===== src/rtl/lfsr_pkg.sv =====
// ----------------------------------------------------------------------------
// lfsr_pkg
// Shared definitions for the LFSR random source:
//   lfsr_fsm_t     : output FSM states (WARM while discarding warm-up steps,
//                    RUN while producing samples)
//   LFSR_MAX_TAPS  : max-length Galois feedback masks for widths 4..32,
//                    bit i set means tap x^(i+1)
//   lfsr_next()    : one Galois step on a right-shifting register
// ----------------------------------------------------------------------------
package lfsr_pkg;

    typedef enum logic {
        WARM = 1'b0,
        RUN  = 1'b1
    } lfsr_fsm_t;

    localparam logic [31:0] LFSR_MAX_TAPS [4:32] = '{
        32'h0000_000C,  // 4 : 4,3
        32'h0000_0014,  // 5 : 5,3
        32'h0000_0030,  // 6 : 6,5
        32'h0000_0060,  // 7 : 7,6
        32'h0000_00B8,  // 8 : 8,6,5,4
        32'h0000_0110,  // 9 : 9,5
        32'h0000_0240,  // 10: 10,7
        32'h0000_0500,  // 11: 11,9
        32'h0000_0829,  // 12: 12,6,4,1
        32'h0000_100D,  // 13: 13,4,3,1
        32'h0000_2015,  // 14: 14,5,3,1
        32'h0000_6000,  // 15: 15,14
        32'h0000_B400,  // 16: 16,14,13,11
        32'h0001_2000,  // 17: 17,14
        32'h0002_0400,  // 18: 18,11
        32'h0004_0023,  // 19: 19,6,2,1
        32'h0009_0000,  // 20: 20,17
        32'h0014_0000,  // 21: 21,19
        32'h0030_0000,  // 22: 22,21
        32'h0042_0000,  // 23: 23,18
        32'h00E1_0000,  // 24: 24,23,22,17
        32'h0120_0000,  // 25: 25,22
        32'h0200_0023,  // 26: 26,6,2,1
        32'h0400_0013,  // 27: 27,5,2,1
        32'h0900_0000,  // 28: 28,25
        32'h1400_0000,  // 29: 29,27
        32'h2000_0029,  // 30: 30,6,4,1
        32'h4800_0000,  // 31: 31,28
        32'h8020_0003   // 32: 32,22,2,1
    };

    // Narrower registers are zero-extended by the caller, so the shift never
    // pulls garbage into the live bits.
    function automatic logic [31:0] lfsr_next(input logic [31:0] state,
                                              input logic [31:0] taps);
        return state[0] ? ((state >> 1) ^ taps) : (state >> 1);
    endfunction

endpackage


===== src/rtl/lfsr_rng_if.sv =====
// ----------------------------------------------------------------------------
// lfsr_rng_if
// Sample output channel of lfsr_rng.
//   out_valid / out_ready : a sample transfers on a clock edge where both are
//                           high; while out_valid is high and out_ready is low
//                           the producer holds out_data/out_idx stable and
//                           keeps out_valid high.
//   out_data              : random word (OUT_W bits)
//   out_idx               : out_data % NWAY (IDX_W bits)
// master = producer (lfsr_rng), slave = consumer.
// ----------------------------------------------------------------------------
interface lfsr_rng_if #(
    parameter int OUT_W = 8,
    parameter int IDX_W = 2
);
    logic             out_valid;
    logic             out_ready;
    logic [OUT_W-1:0] out_data;
    logic [IDX_W-1:0] out_idx;

    modport master (output out_valid, output out_data, output out_idx, input out_ready);
    modport slave  (input out_valid, input out_data, input out_idx, output out_ready);
endinterface


===== src/rtl/lfsr_core.sv =====
// ----------------------------------------------------------------------------
// lfsr_core
// LFSR state register with Galois step, seed load and lock-up guard.
// Ports:
//   clock, reset  : clock; synchronous active-high reset (state <= SEED)
//   step          : advance one Galois step this cycle
//   load          : load seed_in (wins over step)
//   seed_in       : requested seed; 0 is replaced by SEED
//   state         : current LFSR state
//   state_nxt     : value a step would load (SEED if state is 0)
//   seed_eff      : value a load would write (seed_in, or SEED for 0)
// ----------------------------------------------------------------------------
module lfsr_core
    import lfsr_pkg::*;
#(
    parameter int               WIDTH = 16,
    parameter logic [WIDTH-1:0] TAPS  = LFSR_MAX_TAPS[WIDTH][WIDTH-1:0],
    parameter logic [WIDTH-1:0] SEED  = WIDTH'(1)
) (
    input  logic             clock,
    input  logic             reset,
    input  logic             step,
    input  logic             load,
    input  logic [WIDTH-1:0] seed_in,
    output logic [WIDTH-1:0] state,
    output logic [WIDTH-1:0] state_nxt,
    output logic [WIDTH-1:0] seed_eff
);

    logic [WIDTH-1:0] stepped;

    assign stepped   = WIDTH'(lfsr_next(32'(state), 32'(TAPS)));
    // An all-zero state is a fixed point of the LFSR; escape it via SEED.
    assign state_nxt = (state == '0) ? SEED : stepped;
    assign seed_eff  = (seed_in == '0) ? SEED : seed_in;

    always_ff @(posedge clock) begin
        if (reset) begin
            state <= SEED;
        end else if (load) begin
            state <= seed_eff;
        end else if (step) begin
            state <= state_nxt;
        end
    end

endmodule


===== src/rtl/lfsr_rng.sv =====
// ----------------------------------------------------------------------------
// lfsr_rng
// Galois-LFSR random source with seed load, warm-up and a valid/ready output.
// Ports:
//   clock, reset   : clock; synchronous active-high reset
//   en             : advance enable; low freezes state, counters and output
//   seed_we        : load seed_in this cycle (priority over all but reset)
//   seed_in        : new seed; 0 is replaced by SEED
//   out_if         : lfsr_rng_if.master (out_valid/out_ready/out_data/out_idx)
//   draw_cnt       : completed handshakes, wraps at 2^32   (LFSR_STATS_EN)
//   wrap_pulse     : one cycle high when a RUN step returns
//                    to the state snapshotted on entering RUN (LFSR_STATS_EN)
//   dbg_state      : current LFSR state
//   dbg_fsm        : current FSM state
// Build option: define LFSR_STATS_EN to add draw_cnt and wrap_pulse.
// ----------------------------------------------------------------------------
module lfsr_rng
    import lfsr_pkg::*;
#(
    parameter int               WIDTH  = 16,
    parameter logic [WIDTH-1:0] TAPS   = 16'hB400,
    parameter logic [WIDTH-1:0] SEED   = WIDTH'(1),
    parameter int               OUT_W  = 8,
    parameter int               NWAY   = 4,
    parameter int               WARMUP = 4
) (
    input  logic             clock,
    input  logic             reset,
    input  logic             en,
    input  logic             seed_we,
    input  logic [WIDTH-1:0] seed_in,
    lfsr_rng_if.master       out_if,
`ifdef LFSR_STATS_EN
    output logic [31:0]      draw_cnt,
    output logic             wrap_pulse,
`endif
    output logic [WIDTH-1:0] dbg_state,
    output lfsr_fsm_t        dbg_fsm
);

    localparam int          IDX_W    = (NWAY > 1) ? $clog2(NWAY) : 1;
    localparam lfsr_fsm_t   FSM_INIT = (WARMUP == 0) ? RUN : WARM;
    localparam logic [31:0] NWAY_U   = 32'(NWAY);
    localparam logic [31:0] WARM_END = 32'(WARMUP - 1);

    lfsr_fsm_t        fsm_q;
    logic [31:0]      warm_cnt;
    logic             valid_q;
    logic [OUT_W-1:0] data_q;

    logic [WIDTH-1:0] state;
    logic [WIDTH-1:0] state_nxt;
    logic [WIDTH-1:0] seed_eff;

    logic take;
    logic run_fill;
    logic warm_step;
    logic warm_last;
    logic core_step;

    assign take      = valid_q && out_if.out_ready;
    // The slot is free when empty or being consumed this same edge.
    assign run_fill  = (fsm_q == RUN) && en && (!valid_q || out_if.out_ready);
    assign warm_step = (fsm_q == WARM) && en;
    assign warm_last = (warm_cnt == WARM_END);
    assign core_step = !seed_we && (warm_step || run_fill);

    lfsr_core #(
        .WIDTH (WIDTH),
        .TAPS  (TAPS),
        .SEED  (SEED)
    ) u_core (
        .clock     (clock),
        .reset     (reset),
        .step      (core_step),
        .load      (seed_we),
        .seed_in   (seed_in),
        .state     (state),
        .state_nxt (state_nxt),
        .seed_eff  (seed_eff)
    );

    always_ff @(posedge clock) begin
        if (reset) begin
            fsm_q    <= FSM_INIT;
            warm_cnt <= '0;
            valid_q  <= 1'b0;
            data_q   <= '0;
        end else if (seed_we) begin
            // Any pending sample is dropped; out_data keeps its last value.
            fsm_q    <= FSM_INIT;
            warm_cnt <= '0;
            valid_q  <= 1'b0;
        end else begin
            case (fsm_q)
                WARM: begin
                    if (en) begin
                        warm_cnt <= warm_cnt + 32'd1;
                        if (warm_last) begin
                            fsm_q <= RUN;
                        end
                    end
                end
                RUN: begin
                    if (run_fill) begin
                        data_q  <= state[OUT_W-1:0];
                        valid_q <= 1'b1;
                    end else if (take) begin
                        // Consumer took the sample while en is low: no refill.
                        valid_q <= 1'b0;
                    end
                end
                default: fsm_q <= FSM_INIT;
            endcase
        end
    end

    assign out_if.out_valid = valid_q;
    assign out_if.out_data  = data_q;

    logic [31:0] data_ext;
    assign data_ext = 32'(data_q);

    generate
        if (NWAY == 1) begin : g_idx_one
            assign out_if.out_idx = '0;
        end else if ((NWAY & (NWAY - 1)) == 0) begin : g_idx_pow2
            assign out_if.out_idx = IDX_W'(data_ext);
        end else begin : g_idx_mod
            assign out_if.out_idx = IDX_W'(data_ext % NWAY_U);
        end
    endgenerate

`ifdef LFSR_STATS_EN
    logic [WIDTH-1:0] snap_q;

    // snap_q holds the state RUN started from; seeing it again after a RUN
    // step means one full LFSR period has been drawn.
    always_ff @(posedge clock) begin
        if (reset) begin
            draw_cnt   <= '0;
            wrap_pulse <= 1'b0;
            snap_q     <= SEED;
        end else if (seed_we) begin
            draw_cnt   <= '0;
            wrap_pulse <= 1'b0;
            snap_q     <= seed_eff;
        end else begin
            wrap_pulse <= 1'b0;
            if (take) begin
                draw_cnt <= draw_cnt + 32'd1;
            end
            if (warm_step && warm_last) begin
                snap_q <= state_nxt;
            end
            if (run_fill && (state_nxt == snap_q)) begin
                wrap_pulse <= 1'b1;
            end
        end
    end
`endif

    assign dbg_state = state;
    assign dbg_fsm   = fsm_q;

endmodule


===== src/flat_wrapper.sv =====
// flat-port wrapper written by rule: the top's interface ports become plain ports
module lfsr_rng_flat import lfsr_pkg::*;
#(
    parameter int               WIDTH  = 16,
    parameter logic [WIDTH-1:0] TAPS   = 16'hB400,
    parameter logic [WIDTH-1:0] SEED   = WIDTH'(1),
    parameter int               OUT_W  = 8,
    parameter int               NWAY   = 4,
    parameter int               WARMUP = 4
)
  (clock, reset, en, seed_we, seed_in, dbg_state, dbg_fsm, out_if_out_valid, out_if_out_data, out_if_out_idx, out_if_out_ready);
  lfsr_rng_if #(.OUT_W(OUT_W), .IDX_W(2)) out_if_i ();
  input  logic clock;
  input  logic reset;
  input  logic en;
  input  logic seed_we;
  input  logic [WIDTH-1:0] seed_in;
  output logic [WIDTH-1:0] dbg_state;
  output lfsr_fsm_t dbg_fsm;
  output wire logic [$bits(out_if_i.out_valid)-1:0] out_if_out_valid;
  output wire logic [$bits(out_if_i.out_data)-1:0] out_if_out_data;
  output wire logic [$bits(out_if_i.out_idx)-1:0] out_if_out_idx;
  input wire logic [$bits(out_if_i.out_ready)-1:0] out_if_out_ready;
  assign out_if_out_valid = out_if_i.out_valid;
  assign out_if_out_data = out_if_i.out_data;
  assign out_if_out_idx = out_if_i.out_idx;
  assign out_if_i.out_ready = out_if_out_ready;
  lfsr_rng #(.WIDTH(WIDTH), .TAPS(TAPS), .SEED(SEED), .OUT_W(OUT_W), .NWAY(NWAY), .WARMUP(WARMUP)) u_core (.clock(clock), .reset(reset), .en(en), .seed_we(seed_we), .seed_in(seed_in), .out_if(out_if_i), .dbg_state(dbg_state), .dbg_fsm(dbg_fsm));
endmodule

===== config.mk =====
export PLATFORM = sky130hd
export DESIGN_NAME = lfsr_rng_flat
export DESIGN_NICKNAME = d
export VERILOG_FILES = /design/src/rtl/lfsr_pkg.sv /design/src/rtl/lfsr_rng_if.sv /design/src/rtl/lfsr_core.sv /design/src/rtl/lfsr_rng.sv /design/src/flat_wrapper.sv
export SDC_FILE = /design/constraint.sdc
export NUM_CORES = 1
export LEC_CHECK = 0
export BUFFER_PORTS_ARGS = -buffer_cell sky130_fd_sc_hd__buf_2
export CAP_MARGIN = 25
export CORE_UTILIZATION = 25
export DETAILED_ROUTE_END_ITERATION = 10
export SLEW_MARGIN = 20
export SYNTH_ARGS = -nofsm -noshare
export SYNTH_HDL_FRONTEND = slang
export SYNTH_HIERARCHICAL = 1
export SYNTH_SLANG_ARGS = --single-unit

===== constraint.sdc =====
create_clock -name clock -period 1.6 [get_ports clock]
set_input_delay 0.16 -clock clock [delete_from_list [all_inputs] [get_ports clock]]
set_output_delay 0.16 -clock clock [all_outputs]
set_load 0.02 [all_outputs]

Word-level counts from Yosys, hierarchy flattened

Cells that the tools add are included.
W data, S select, Z words.

Word-level logic and storage cells: 37
Register bits after elaboration: 58
Output and inout port bits: 28

Muxes and demuxes: 10
Reductions and logical operators: 17
Eq/ne operators: 1
$add $sub $neg: 1
Bitwise operators: 3

Operator list:

| cell                    | number |
|---|---|
| $mux W16                | 5 |
| $add A32 B1 Y32 const B | 1 |
| $eq A32 B2 Y1 const B   | 1 |
| $logic_not A16 Y1       | 2 |
| $logic_and A1 B1 Y1     | 5 |
| $mux W1                 | 5 |
| $not A3 Y4              | 1 |
| $reduce_and A2 Y1       | 2 |
| $reduce_bool A2 Y1      | 2 |
| $reduce_and A3 Y1       | 1 |
| $logic_not A1 Y1        | 2 |
| $logic_or A1 B1 Y1      | 2 |
| $not A1 Y1              | 2 |
| $reduce_or A2 Y1        | 1 |

Logic depth before layout (Yosys ltp)

Depth after elaboration: 7
Depth in mapped cells: 8
Mapped depth without buffers: 6

Modules after synthesis

Netlist, hierarchy kept.

By module, submodules not included:

| module    | times used | area each (um^2) | cells each |
|---|---|---|---|
| lfsr_rng  | 1          | 1961.9           | 226 |
| lfsr_core | 1          | 973.4            | 130 |

Worst setup path before layout

Ideal clock, no wire load.

Path kind: reg2reg
From: reg u_core.warm_cnt[0]
To: reg u_core.warm_cnt[22]
Setup time: 0.070 ns
Path slack: -0.058 ns
Stages on the path, launching flop included: 7
Data arrival time: 1.587 ns
Clock period less this slack: 1.658 ns
Path through: dfxtp_1 -> ha_1 -> and4b_1 -> nand4_1 -> buf_2 -> or3_1 -> a21oi_1

Longest elaborated chain between the ends: 1

RTL lines:

| item                   | RTL line       | source |
|---|---|---|
| from (decl)            | lfsr_rng.sv:47 | `logic [31:0] warm_cnt;` |
| from (signal assigned) | lfsr_rng.sv:98 | `warm_cnt <= warm_cnt + 32'd1;` |
| $add A32 B1 Y32        | lfsr_rng.sv:98 |  |

No other way between the ends.
A chain may end at the register's enable or synchronous reset.

Final worst setup path

From: reg u_core.warm_cnt[1]
To: reg u_core.warm_cnt[28]

The elaborated chain is that of the path after synthesis.

==> results.yml <==
run_status:
  status: "finished with violations"
  violations: "setup timing"
routing:
  antenna_left: 0
  dr.pass1.iters: 4
  wirelength_mm: 7.16
  dr.first_iter.drc_count: 171
  remaining_drc_errors: 0
  dr_total_vias: 2700
  viasPerCell: 4.86
  wire_per_inst_um: 12.9
timing:
  grt_setup_unrepaired: "yes"
  drv_slew: 0
  fin_setup_tns_ns: -0.0429
  hold_viol_final: 0
  setup_viol: 3
  period_minus_slack_ns: 1.61
  setup_slack_ns: -0.0145
  max_slew.worst_pin.slew_ns: 0.685
  relSlewSlack_pct: 54.4
  fmax_ghz: 0.619
  fin_crit_sh_pct: 101
  finalClockSkew_ns: 0.00543
power_and_ir_drop:
  pwr-share-seq_pct: 40.8
  leakagePower_nw: 1.54
  p_comb_share_pct: 7.1
  pwr-share-clk_pct: 52.1
  internal_power_w: 0.00291
  switching_share_pct: 21.7
  power_switching_w: 0.000803
  ir_worst_vdd_mv: 0.562
  pwr_density_cell_mw_per_mm2: 951
  power.total_w: 0.00371
floorplanning:
  io_pins: 49
  die_y_um: 108
  die-area_mm2: 0.0117
  die_w_um: 108
  placementRows: 38
  start_util_pct: 25.9
  placeableCoreArea_mm2: 0.0109
clock_tree:
  cts_num_sinks: 58
  clkLatencyLatePin_ns: 0.32
  ctsHoldBuffers: 0
  path_clk_slew_ns: 0.05
  cts_root_buf: "clkbuf_16"
  htreeDepth: 3
  cts_buffers: 9
  clockBufferDepth: 2
  cts_tree: "yes"
yosys:
  yosysWarnings: 6
  syn_area_mm2: 0.00283
  avgSynthCellArea_um2: 8.62
  synthesis.instances: 328
  syn-num-nets: 350
setup_path:
  required_ns: 1.84
  worstPathArrival_ns: 1.86
  endpoint_kind: "flop"
  crit_path_start_kind: "flop"
  crit_start: "u_core/warm_cnt[1]"
  worstPathMaxFanout: 16
  crit_type: "reg -> reg"
  reg2reg_from: "u_core/warm_cnt[1]"
grt:
  grt_start_max_net_pins: 35
  grt_pass1_wl_mm: 11.3
  grt_overflow_total: 0
  grt_usage_pct: 12.3
  grt_pass1_vias: 2331
  antenna_found_initial: 0
finish:
  layout-drive-gt1-share_pct: 33.4
  final_core_util_pct: 35.7
  area_growth_pct: 37.9
  nNetsFinal: 434
  antenna_cells: 0
  fillers: 1142
placed_design:
  gp_congestion: 0.835
  hpwl_mm: 4.94
  io_buffers: 48
min_path:
  hp-class: "in -> reg"
  holdCritStartpoint: "seed_in[0]"
flow_run:
  cap_violations: 0
-- final cells by class --
type / count / area, µm² / area share [%]
Multi-Input combinational cell: 243 / 1600 / 41.1
Sequential cell: 58 / 1180 / 30.2
Tap cell: 140 / 175 / 4.49
Clock buffer: 13 / 270 / 6.93
Clock inverter: 2 / 35.0 / 0.899
Timing Repair Buffer: 96 / 624 / 16.0
Inverter: 4 / 15.0 / 0.385
-- sequential cells by signal, indices dropped and copies added (netlist names) --
name / cells
u_core/warm_cnt: 32
u_core/out_if.out_data: 8
u_core/out_if.out_valid: 1
u_core/dbg_fsm: 1
u_core/u_core/state: 16
-- power by group through the flow --
stage	Combinational (W)	Clock (W)	Sequential [W]
final	0.000263	0.00193	0.00151
after global routing	0.000289	0.00204	0.00152
after CTS	0.000254	0.00197	0.00152
after detailed placement	0.000253	0	0.00155
after global placement	0.000250	0	0.00154
after floorplan	0.000144	0	0.00156
-- timing repair --
action / 4_1_cts / 5_1_grt
setup buffers: 4 / 5
pin swaps: 1 / 13
gates resized for setup: 6 / 17
cloned: 0 / 1
setup endpoints to repair: 11 / 31
-- layer usage --
metal	wire [µm]	part of all wire [%]	track usage [%]	vias up
li1	-	-	-	1361
met1	3410	48	17.0	1278
met2	3400	47	17.9	48
met3	234	3.3	2.83	13
met4	117	1.6	5.79	0
met5	0	0	0	-
-- placed cells by master (no fill, tap or decap), drive strengths merged, types with 2 or more instances in the layout --
cell type  instances
or3               13
dfxtp             58
inv                4
xnor2              2
nand2             17
nand3             11
and4               8
buf               96
nor3               3
a21oi             36
or4                9
nor4              13
o31ai              9
o21ai             12
o21a               3
xor2              11
and4b              2
clkbuf            13
nand4             13
nor2b              2
mux2i             25
nor2              47
-- critical path: stages (launching register included) --
cell and delay [ns]:
dfxtp_4 0.36, ha_4 0.13, and4b_1 0.22, nand4_1 0.11
buf_6 0.17, or4_4 0.41, a21oi_1 0.14
-- metrics by stage --
step | hold WS, ns | setup slack [ns] | std cells | cell area [µm²]
4_1_cts | 0.0739 | -0.0228 | 550 | 3790
3_3_place_gp | 0.400 | 0.000817 | 531 | 3440
5_1_grt | 0.0796 | -0.128 | 556 | 3900
3_5_place_dp | 0.408 | -0.0393 | 531 | 3440
6_report | 0.0797 | -0.0145 | 556 | 3900
2_1_floorplan | 0.299 | 0.00548 | 328 | 2860
-- path summary, 6_finish.rpt --
| path | endpoint | slack (ns) | depth (start not counted) |
|---|---|---|---|
| hold / removal | u_core/u_core/state[0] | 0.08 | 3 |
| hold reg to reg | u_core/out_if.out_valid | 0.47 | 2 |
| setup / recovery | u_core/warm_cnt[28] | -0.01 | 6 |
| setup reg to reg | u_core/warm_cnt[28] | -0.01 | 6 |
Note: power is estimated with default switching activity, not from simulation.
